## src/rtl/move_command_transmitter_pkg.sv

```systemverilog
// Shared definitions for the rover move-command IR transmitter.
//
// Holds the FSM state codes, the pulse-width protocol unit counts and the
// command field positions. The field positions are also used by the path
// calculator that builds the command word, so both sides agree on layout.
package move_command_transmitter_pkg;

    // State codes are exposed on the debug port, so values are fixed.
    typedef enum logic [3:0] {
        StIdle     = 4'd1,
        StStartOn  = 4'd2,
        StStartOff = 4'd3,
        StBitOn    = 4'd4,
        StBitOff   = 4'd5,
        StGap      = 4'd6
    } tx_state_e;

    // Protocol segment lengths in units.
    localparam int unsigned START_ON_UNITS    = 4;
    localparam int unsigned START_OFF_UNITS   = 1;
    localparam int unsigned BIT_ONE_ON_UNITS  = 2;
    localparam int unsigned BIT_ZERO_ON_UNITS = 1;
    localparam int unsigned BIT_OFF_UNITS     = 1;

    // Command word layout: [11:7] angle, [6:0] distance.
    localparam int unsigned CMD_BITS  = 12;
    localparam int unsigned ANGLE_MSB = 11;
    localparam int unsigned ANGLE_LSB = 7;
    localparam int unsigned DIST_MSB  = 6;
    localparam int unsigned DIST_LSB  = 0;

    // Length of the high burst that encodes one command bit.
    function automatic int unsigned bit_on_units(input logic bit_value);
        return bit_value ? BIT_ONE_ON_UNITS : BIT_ZERO_ON_UNITS;
    endfunction

endpackage

```

## src/rtl/move_command_transmitter_ir_carrier_gen.sv

```systemverilog
// ir_carrier_gen: square-wave carrier gated by the frame envelope.
//
// Ports:
//   clock   - system clock
//   reset   - synchronous, active-high
//   enable  - registered frame envelope; carrier runs only while high
//   carrier - carrier output, 0 whenever enable is 0
//
// While enable is low the phase counter is held at 0 with the phase at 1, so
// the first cycle of every burst starts at carrier=1 with a fresh half-period.
module ir_carrier_gen #(
    parameter int unsigned CARRIER_HALF = 337
) (
    input  logic clock,
    input  logic reset,
    input  logic enable,
    output logic carrier
);

    localparam int unsigned CntW = (CARRIER_HALF > 1) ? $clog2(CARRIER_HALF) : 1;

    logic [CntW-1:0] half_cnt_q;
    logic            phase_q;

    always_ff @(posedge clock) begin
        if (reset || !enable) begin
            half_cnt_q <= '0;
            phase_q    <= 1'b1;
        end else if (half_cnt_q == CntW'(CARRIER_HALF - 1)) begin
            half_cnt_q <= '0;
            phase_q    <= ~phase_q;
        end else begin
            half_cnt_q <= half_cnt_q + 1'b1;
        end
    end

    // enable is a register in the parent, so this is a gate of two flops.
    assign carrier = enable & phase_q;

endmodule

```

## src/rtl/move_command_transmitter.sv

```systemverilog
// move_command_transmitter: sends a 12-bit rover move command as a
// pulse-width-coded IR frame on a modulated carrier.
//
// Ports:
//   clock       - system clock
//   reset       - synchronous, active-high
//   send        - start strobe, sampled only in IDLE
//   command     - [11:7] angle, [6:0] distance; latched on acceptance
//   busy        - high from the cycle after acceptance to the end of the last gap
//   done        - one-cycle pulse on the first cycle after the busy window
//   tx_envelope - unmodulated frame envelope
//   tx_out      - envelope AND carrier, drives the IR LED
//   state       - FSM state code for debug
//
// Frame: start burst, start space, then 12 bit bursts each followed by a one-unit
// space, LSB of the command first, then a silent gap. The frame is repeated
// REPEATS times per accepted command.
module move_command_transmitter #(
    parameter int unsigned UNIT_CYCLES  = 16200,
    parameter int unsigned CARRIER_HALF = 337,
    parameter int unsigned REPEATS      = 3,
    parameter int unsigned GAP_UNITS    = 20
) (
    input  logic        clock,
    input  logic        reset,
    input  logic        send,
    input  logic [11:0] command,
    output logic        busy,
    output logic        done,
    output logic        tx_envelope,
    output logic        tx_out,
    output logic [3:0]  state
);

    import move_command_transmitter_pkg::*;

    localparam int unsigned CycW     = (UNIT_CYCLES > 1) ? $clog2(UNIT_CYCLES) : 1;
    localparam int unsigned MaxUnits = (GAP_UNITS > START_ON_UNITS) ? GAP_UNITS
                                                                    : START_ON_UNITS;
    localparam int unsigned UnitW    = $clog2(MaxUnits);
    localparam int unsigned RepW     = (REPEATS > 1) ? $clog2(REPEATS) : 1;

    tx_state_e         state_q;
    logic [11:0]       shadow_q;
    logic [3:0]        bit_idx_q;
    logic [RepW-1:0]   rep_q;
    logic [CycW-1:0]   cyc_q;
    logic [UnitW-1:0]  unit_q;

    logic [UnitW-1:0]  last_unit;
    logic              cycle_last;
    logic              carrier;

    // Index of the final unit of the current state.
    always_comb begin
        last_unit = '0;
        case (state_q)
            StStartOn:  last_unit = UnitW'(START_ON_UNITS - 1);
            StStartOff: last_unit = UnitW'(START_OFF_UNITS - 1);
            StBitOn:    last_unit = UnitW'(bit_on_units(shadow_q[bit_idx_q]) - 1);
            StBitOff:   last_unit = UnitW'(BIT_OFF_UNITS - 1);
            StGap:      last_unit = UnitW'(GAP_UNITS - 1);
            default:    last_unit = '0;
        endcase
    end

    assign cycle_last = (cyc_q == CycW'(UNIT_CYCLES - 1));

    // Outputs are assigned together with the state they belong to, so the
    // envelope edges line up exactly with the state boundaries.
    always_ff @(posedge clock) begin
        if (reset) begin
            state_q     <= StIdle;
            shadow_q    <= '0;
            bit_idx_q   <= '0;
            rep_q       <= '0;
            cyc_q       <= '0;
            unit_q      <= '0;
            busy        <= 1'b0;
            done        <= 1'b0;
            tx_envelope <= 1'b0;
        end else begin
            done <= 1'b0;
            if (state_q == StIdle) begin
                cyc_q  <= '0;
                unit_q <= '0;
                if (send) begin
                    shadow_q    <= command;
                    bit_idx_q   <= '0;
                    rep_q       <= '0;
                    state_q     <= StStartOn;
                    busy        <= 1'b1;
                    tx_envelope <= 1'b1;
                end
            end else if (!cycle_last) begin
                cyc_q <= cyc_q + 1'b1;
            end else begin
                cyc_q <= '0;
                if (unit_q != last_unit) begin
                    unit_q <= unit_q + 1'b1;
                end else begin
                    unit_q <= '0;
                    case (state_q)
                        StStartOn: begin
                            state_q     <= StStartOff;
                            tx_envelope <= 1'b0;
                        end
                        StStartOff: begin
                            state_q     <= StBitOn;
                            tx_envelope <= 1'b1;
                        end
                        StBitOn: begin
                            state_q     <= StBitOff;
                            tx_envelope <= 1'b0;
                        end
                        StBitOff: begin
                            if (bit_idx_q == 4'(CMD_BITS - 1)) begin
                                state_q <= StGap;
                            end else begin
                                bit_idx_q   <= bit_idx_q + 1'b1;
                                state_q     <= StBitOn;
                                tx_envelope <= 1'b1;
                            end
                        end
                        StGap: begin
                            if (rep_q != RepW'(REPEATS - 1)) begin
                                rep_q       <= rep_q + 1'b1;
                                bit_idx_q   <= '0;
                                state_q     <= StStartOn;
                                tx_envelope <= 1'b1;
                            end else begin
                                state_q <= StIdle;
                                busy    <= 1'b0;
                                done    <= 1'b1;
                            end
                        end
                        default: state_q <= StIdle;
                    endcase
                end
            end
        end
    end

    ir_carrier_gen #(
        .CARRIER_HALF (CARRIER_HALF)
    ) u_carrier (
        .clock   (clock),
        .reset   (reset),
        .enable  (tx_envelope),
        .carrier (carrier)
    );

    assign tx_out = tx_envelope & carrier;
    assign state  = state_q;

endmodule

```

## config.mk

```make
export PLATFORM = sky130hd
export DESIGN_NAME = move_command_transmitter
export DESIGN_NICKNAME = d
export VERILOG_FILES = /design/src/rtl/move_command_transmitter_pkg.sv /design/src/rtl/move_command_transmitter_ir_carrier_gen.sv /design/src/rtl/move_command_transmitter.sv
export SDC_FILE = /design/constraint.sdc
export NUM_CORES = 1
export LEC_CHECK = 0
export ABC_AREA = 1
export CORE_UTILIZATION = 53
export DETAILED_ROUTE_END_ITERATION = 7
export GPL_ROUTABILITY_DRIVEN = 0
export GPL_TIMING_DRIVEN = 1
export PLACE_DENSITY = 0.74
export SLEW_MARGIN = 5
export SYNTH_ARGS = -nofsm -noshare
export SYNTH_HDL_FRONTEND = slang
export SYNTH_SLANG_ARGS = --single-unit
```

## constraint.sdc

```tcl
create_clock -name clock -period 2.4 [get_ports clock]
set_input_delay 0.6 -clock clock [delete_from_list [all_inputs] [get_ports clock]]
set_output_delay 0.6 -clock clock [all_outputs]
set_load 0.01 [all_outputs]
```

==> impl_metrics.json <==
{
  "result_of_the_run": "complete, no violations",
  "sequential_fraction_of_the_synthesis_area_pct": 40.0,
  "initialDrtViolationCount": 109,
  "grt_pass1_vias": 2105,
  "cap_viol_max_count": 0,
  "synth.avg_cell_area_um2": 6.90,
  "ys_dominant_reg_cell": "sky130_fd_sc_hd__dfxtp_1",
  "layout_stage_area_growth_over_the_synthesis_result_pct": 14.4,
  "track_usage_pct": 20.7,
  "drc_violation_count_after_routing": 0,
  "vias_per_cell": 4.97,
  "worst_ir_drop_on_vdd_mv": 0.349,
  "route.vias.total": 2362,
  "critPathLaunchType": "flip-flop",
  "async_sr_flop_fraction_pct": 0,
  "initial_antenna_violation_count": 0,
  "finalClockSkew_ns": 0.00441,
  "synthDominantAreaCellType": "sky130_fd_sc_hd__dfxtp_1",
  "path_class": "reg2out",
  "clock-sinks": 53,
  "post-cts-setup-buffers": 0,
  "synth_cells": 384,
  "cts_htree_levels": 2,
  "power.density_nw_per_um2": 662,
  "max_slew.worst_pin.slew_ns": 0.521,
  "design_power_total_mw": 2.01,
  "syn_area_um2": 2650,
  "die_height_um": 72.7,
  "synth_warnings": 0,
  "hold_slack_ns": 0.451,
  "slew_viol_final": 0,
  "dieArea_um2": 5290,
  "design.core.area_um2": 4750,
  "num_antenna_cells": 0,
  "clk_pin_slew_ns": 0.09,
  "die-width_um": 72.7,
  "pre_cts_ws_ns": 0.259,
  "timing.setup.tns_ns": 0,
  "dr.pass1.iters": 4,
  "clk-insertion-delay-late_ns": 0.30,
  "wirelength_um": 4990,
  "cp-end-kind": "output port",
  "synth.top_cell.area_share_pct": 40.0,
  "io-pin-count": 23,
  "layout_setup_ws_ns": 0.372,
  "synth-edff-count": 0,
  "cts-buffers-inserted": 5,
  "crit_path_max_fanout": 8,
  "data_arrival_time_at_the_worst_slack_endpoint_ns": 1.43,
  "num-nets-final": 428,
  "final_core_util_pct": 63.7,
  "wl_per_cell_um": 10.5,
  "port-buffer-count": 21,
  "filler_cell_count": 456,
  "cts.root.buffer_cell": "sky130_fd_sc_hd__clkbuf_8",
  "hold_violations": 0,
  "route.met3.wl_um": 152,
  "hold_path.class": "reg2reg",
  "worstPathRequired_ns": 1.80,
  "top_layer_used": "met4",
  "layout_min_cycle_time_ns": 2.03,
  "floorplan.rows": 25,
  "ys_top_cells_by_area": "sky130_fd_sc_hd__dfxtp_1 (40%), sky130_fd_sc_hd__nand2_1 (9.6%), sky130_fd_sc_hd__nor2_1 (9.1%)",
  "clk_path_buf_depth": 2,
  "synth_nets": 405,
  "met2_wirelength_um": 2300,
  "antenna_violating_nets_post_route": 0,
  "grt_max_degree": 24,
  "power_leakage_nw": 1.25,
  "drive_gt1_share_pct": 6.37,
  "worst_slew_margin_rel_pct": 64.9,
  "grt_remaining_overflow": 0,
  "max_clock_freq_mhz": 493,
  "wire_length_of_the_first_global_routing_pass_um": 8640,
  "initial_core_util_pct": 55.7,
  "post-dp-hpwl_um": 3680,
  "finalSetupViolations": 0,
  "post_synth_num_cell_types": 32,
  "grt_setup_unrepaired": "no",
  "cts_tree": "built",
  "drt-met1-wl_um": 2460,
  "register_bit_count_reported_by_yosys": 53,
  "timing.final.crit_share_pct": 84.5
}
## state kept, by name, indices dropped and copies added (netlist names)
register / cells
u_carrier.phase_q: 1
done: 1
shadow_q: 12
cyc_q: 14
rep_q: 2
state: 3
busy: 1
tx_envelope: 1
unit_q: 5
bit_idx_q: 4
u_carrier.half_cnt_q: 9
## power breakdown
group	switching, mW	internal (mW)
registers	0.0444	0.936
logic	0.245	0.161
clock network	0.280	0.340
total	0.569	1.44
## routing by layer
layer	track usage [%]	vias up
li1	-	1259
met1	25.6	1055
met2	35.6	38
met3	4.28	10
met4	7.63	0
met5	0	-
## critical path: stages (launching register included)
cell and delay [ns]:
sky130_fd_sc_hd__dfxtp_1 0.39, sky130_fd_sc_hd__buf_4 0.19, sky130_fd_sc_hd__clkdlybuf4s50_1 0.55
## cell usage after synthesis, types with 2 or more instances
library cell,instances
sky130_fd_sc_hd__a21oi_1,20
sky130_fd_sc_hd__buf_6,3
sky130_fd_sc_hd__clkbuf_1,3
sky130_fd_sc_hd__dfxtp_1,53
sky130_fd_sc_hd__ha_1,6
sky130_fd_sc_hd__inv_1,56
sky130_fd_sc_hd__inv_2,2
sky130_fd_sc_hd__inv_4,2
sky130_fd_sc_hd__nand2_1,68
sky130_fd_sc_hd__nand2_2,2
sky130_fd_sc_hd__nand3_1,23
sky130_fd_sc_hd__nand3_2,2
sky130_fd_sc_hd__nand4_1,10
sky130_fd_sc_hd__nor2_1,64
sky130_fd_sc_hd__nor2_2,2
sky130_fd_sc_hd__nor2_4,2
sky130_fd_sc_hd__nor3_1,12
sky130_fd_sc_hd__nor3b_1,4
sky130_fd_sc_hd__nor4_1,3
sky130_fd_sc_hd__o21ai_0,27
sky130_fd_sc_hd__xnor2_1,4
sky130_fd_sc_hd__xor2_1,6
## cell families after synthesis
| kind of cell | share of synthesized area, % |
|---|---|
| xor gates and xnor gates | 3.30 |
| AOI/OAI and AO/OA | 9.92 |
| other | 0.142 |
| DFF | 40.0 |
| buffers and inverters | 11.0 |
| adders and majority gates | 2.83 |
| and+or+nand+nor | 32.8 |
## cell type report
| class | count | area (µm²) | area share, % |
|---|---|---|---|
| Timing Repair Buffer | 25 | 240 | 7.93 |
| Tap cell | 67 | 83.8 | 2.77 |
| Sequential cell | 53 | 1060 | 35.1 |
| Inverter | 60 | 230 | 7.60 |
| Clock buffer | 7 | 86.3 | 2.85 |
| Clock inverter | 1 | 30.0 | 0.991 |
| Multi-Input combinational cell | 262 | 1300 | 42.8 |
## final timing paths
check	depth (start not counted)	to	from	slack, ns
hold / removal	1	cyc_q[0]	cyc_q[0]	0.45
hold reg to reg	1	cyc_q[0]	cyc_q[0]	0.45
setup / recovery	2	state[1]	state[1]	0.37
setup reg to reg	12	bit_idx_q[0]	bit_idx_q[1]	0.38
## cell usage in the layout, fill, tap and decap left out
master	n
sky130_fd_sc_hd__nand2_2	2
sky130_fd_sc_hd__o21ai_0	27
sky130_fd_sc_hd__ha_1	6
sky130_fd_sc_hd__clkbuf_8	6
sky130_fd_sc_hd__xnor2_1	4
sky130_fd_sc_hd__a211oi_1	1
sky130_fd_sc_hd__conb_1	1
sky130_fd_sc_hd__clkbuf_1	1
sky130_fd_sc_hd__nand4_1	10
sky130_fd_sc_hd__o21bai_1	1
sky130_fd_sc_hd__nor2_1	64
sky130_fd_sc_hd__a21boi_0	1
sky130_fd_sc_hd__bufinv_16	1
sky130_fd_sc_hd__a21oi_1	20
sky130_fd_sc_hd__nand2_1	68
sky130_fd_sc_hd__clkdlybuf4s50_1	21
sky130_fd_sc_hd__o21ai_1	1
sky130_fd_sc_hd__xor2_1	6
sky130_fd_sc_hd__nor3b_1	4
sky130_fd_sc_hd__dfxtp_1	52
sky130_fd_sc_hd__nor3_1	12
sky130_fd_sc_hd__or2_2	1
sky130_fd_sc_hd__inv_4	2
sky130_fd_sc_hd__nor4_1	3
sky130_fd_sc_hd__nor4_2	1
sky130_fd_sc_hd__inv_2	2
sky130_fd_sc_hd__dfxtp_2	1
sky130_fd_sc_hd__nand3_1	23
sky130_fd_sc_hd__nor2_4	2
sky130_fd_sc_hd__nor2_2	2
sky130_fd_sc_hd__nand3_2	2
sky130_fd_sc_hd__buf_4	4
sky130_fd_sc_hd__inv_1	56
## repair_timing
item,CTS,global route
resized for setup,0,1
setup endpoints to repair,0,4
hold buffers,0,0
## through the flow
step                cells  cell area, µm²
floorplan             384            2650
global placement      467            2910
detailed placement    467            2910
CTS                   475            3030
global route          475            3030
finish                475            3030
(Power assumes the default switching activity.)
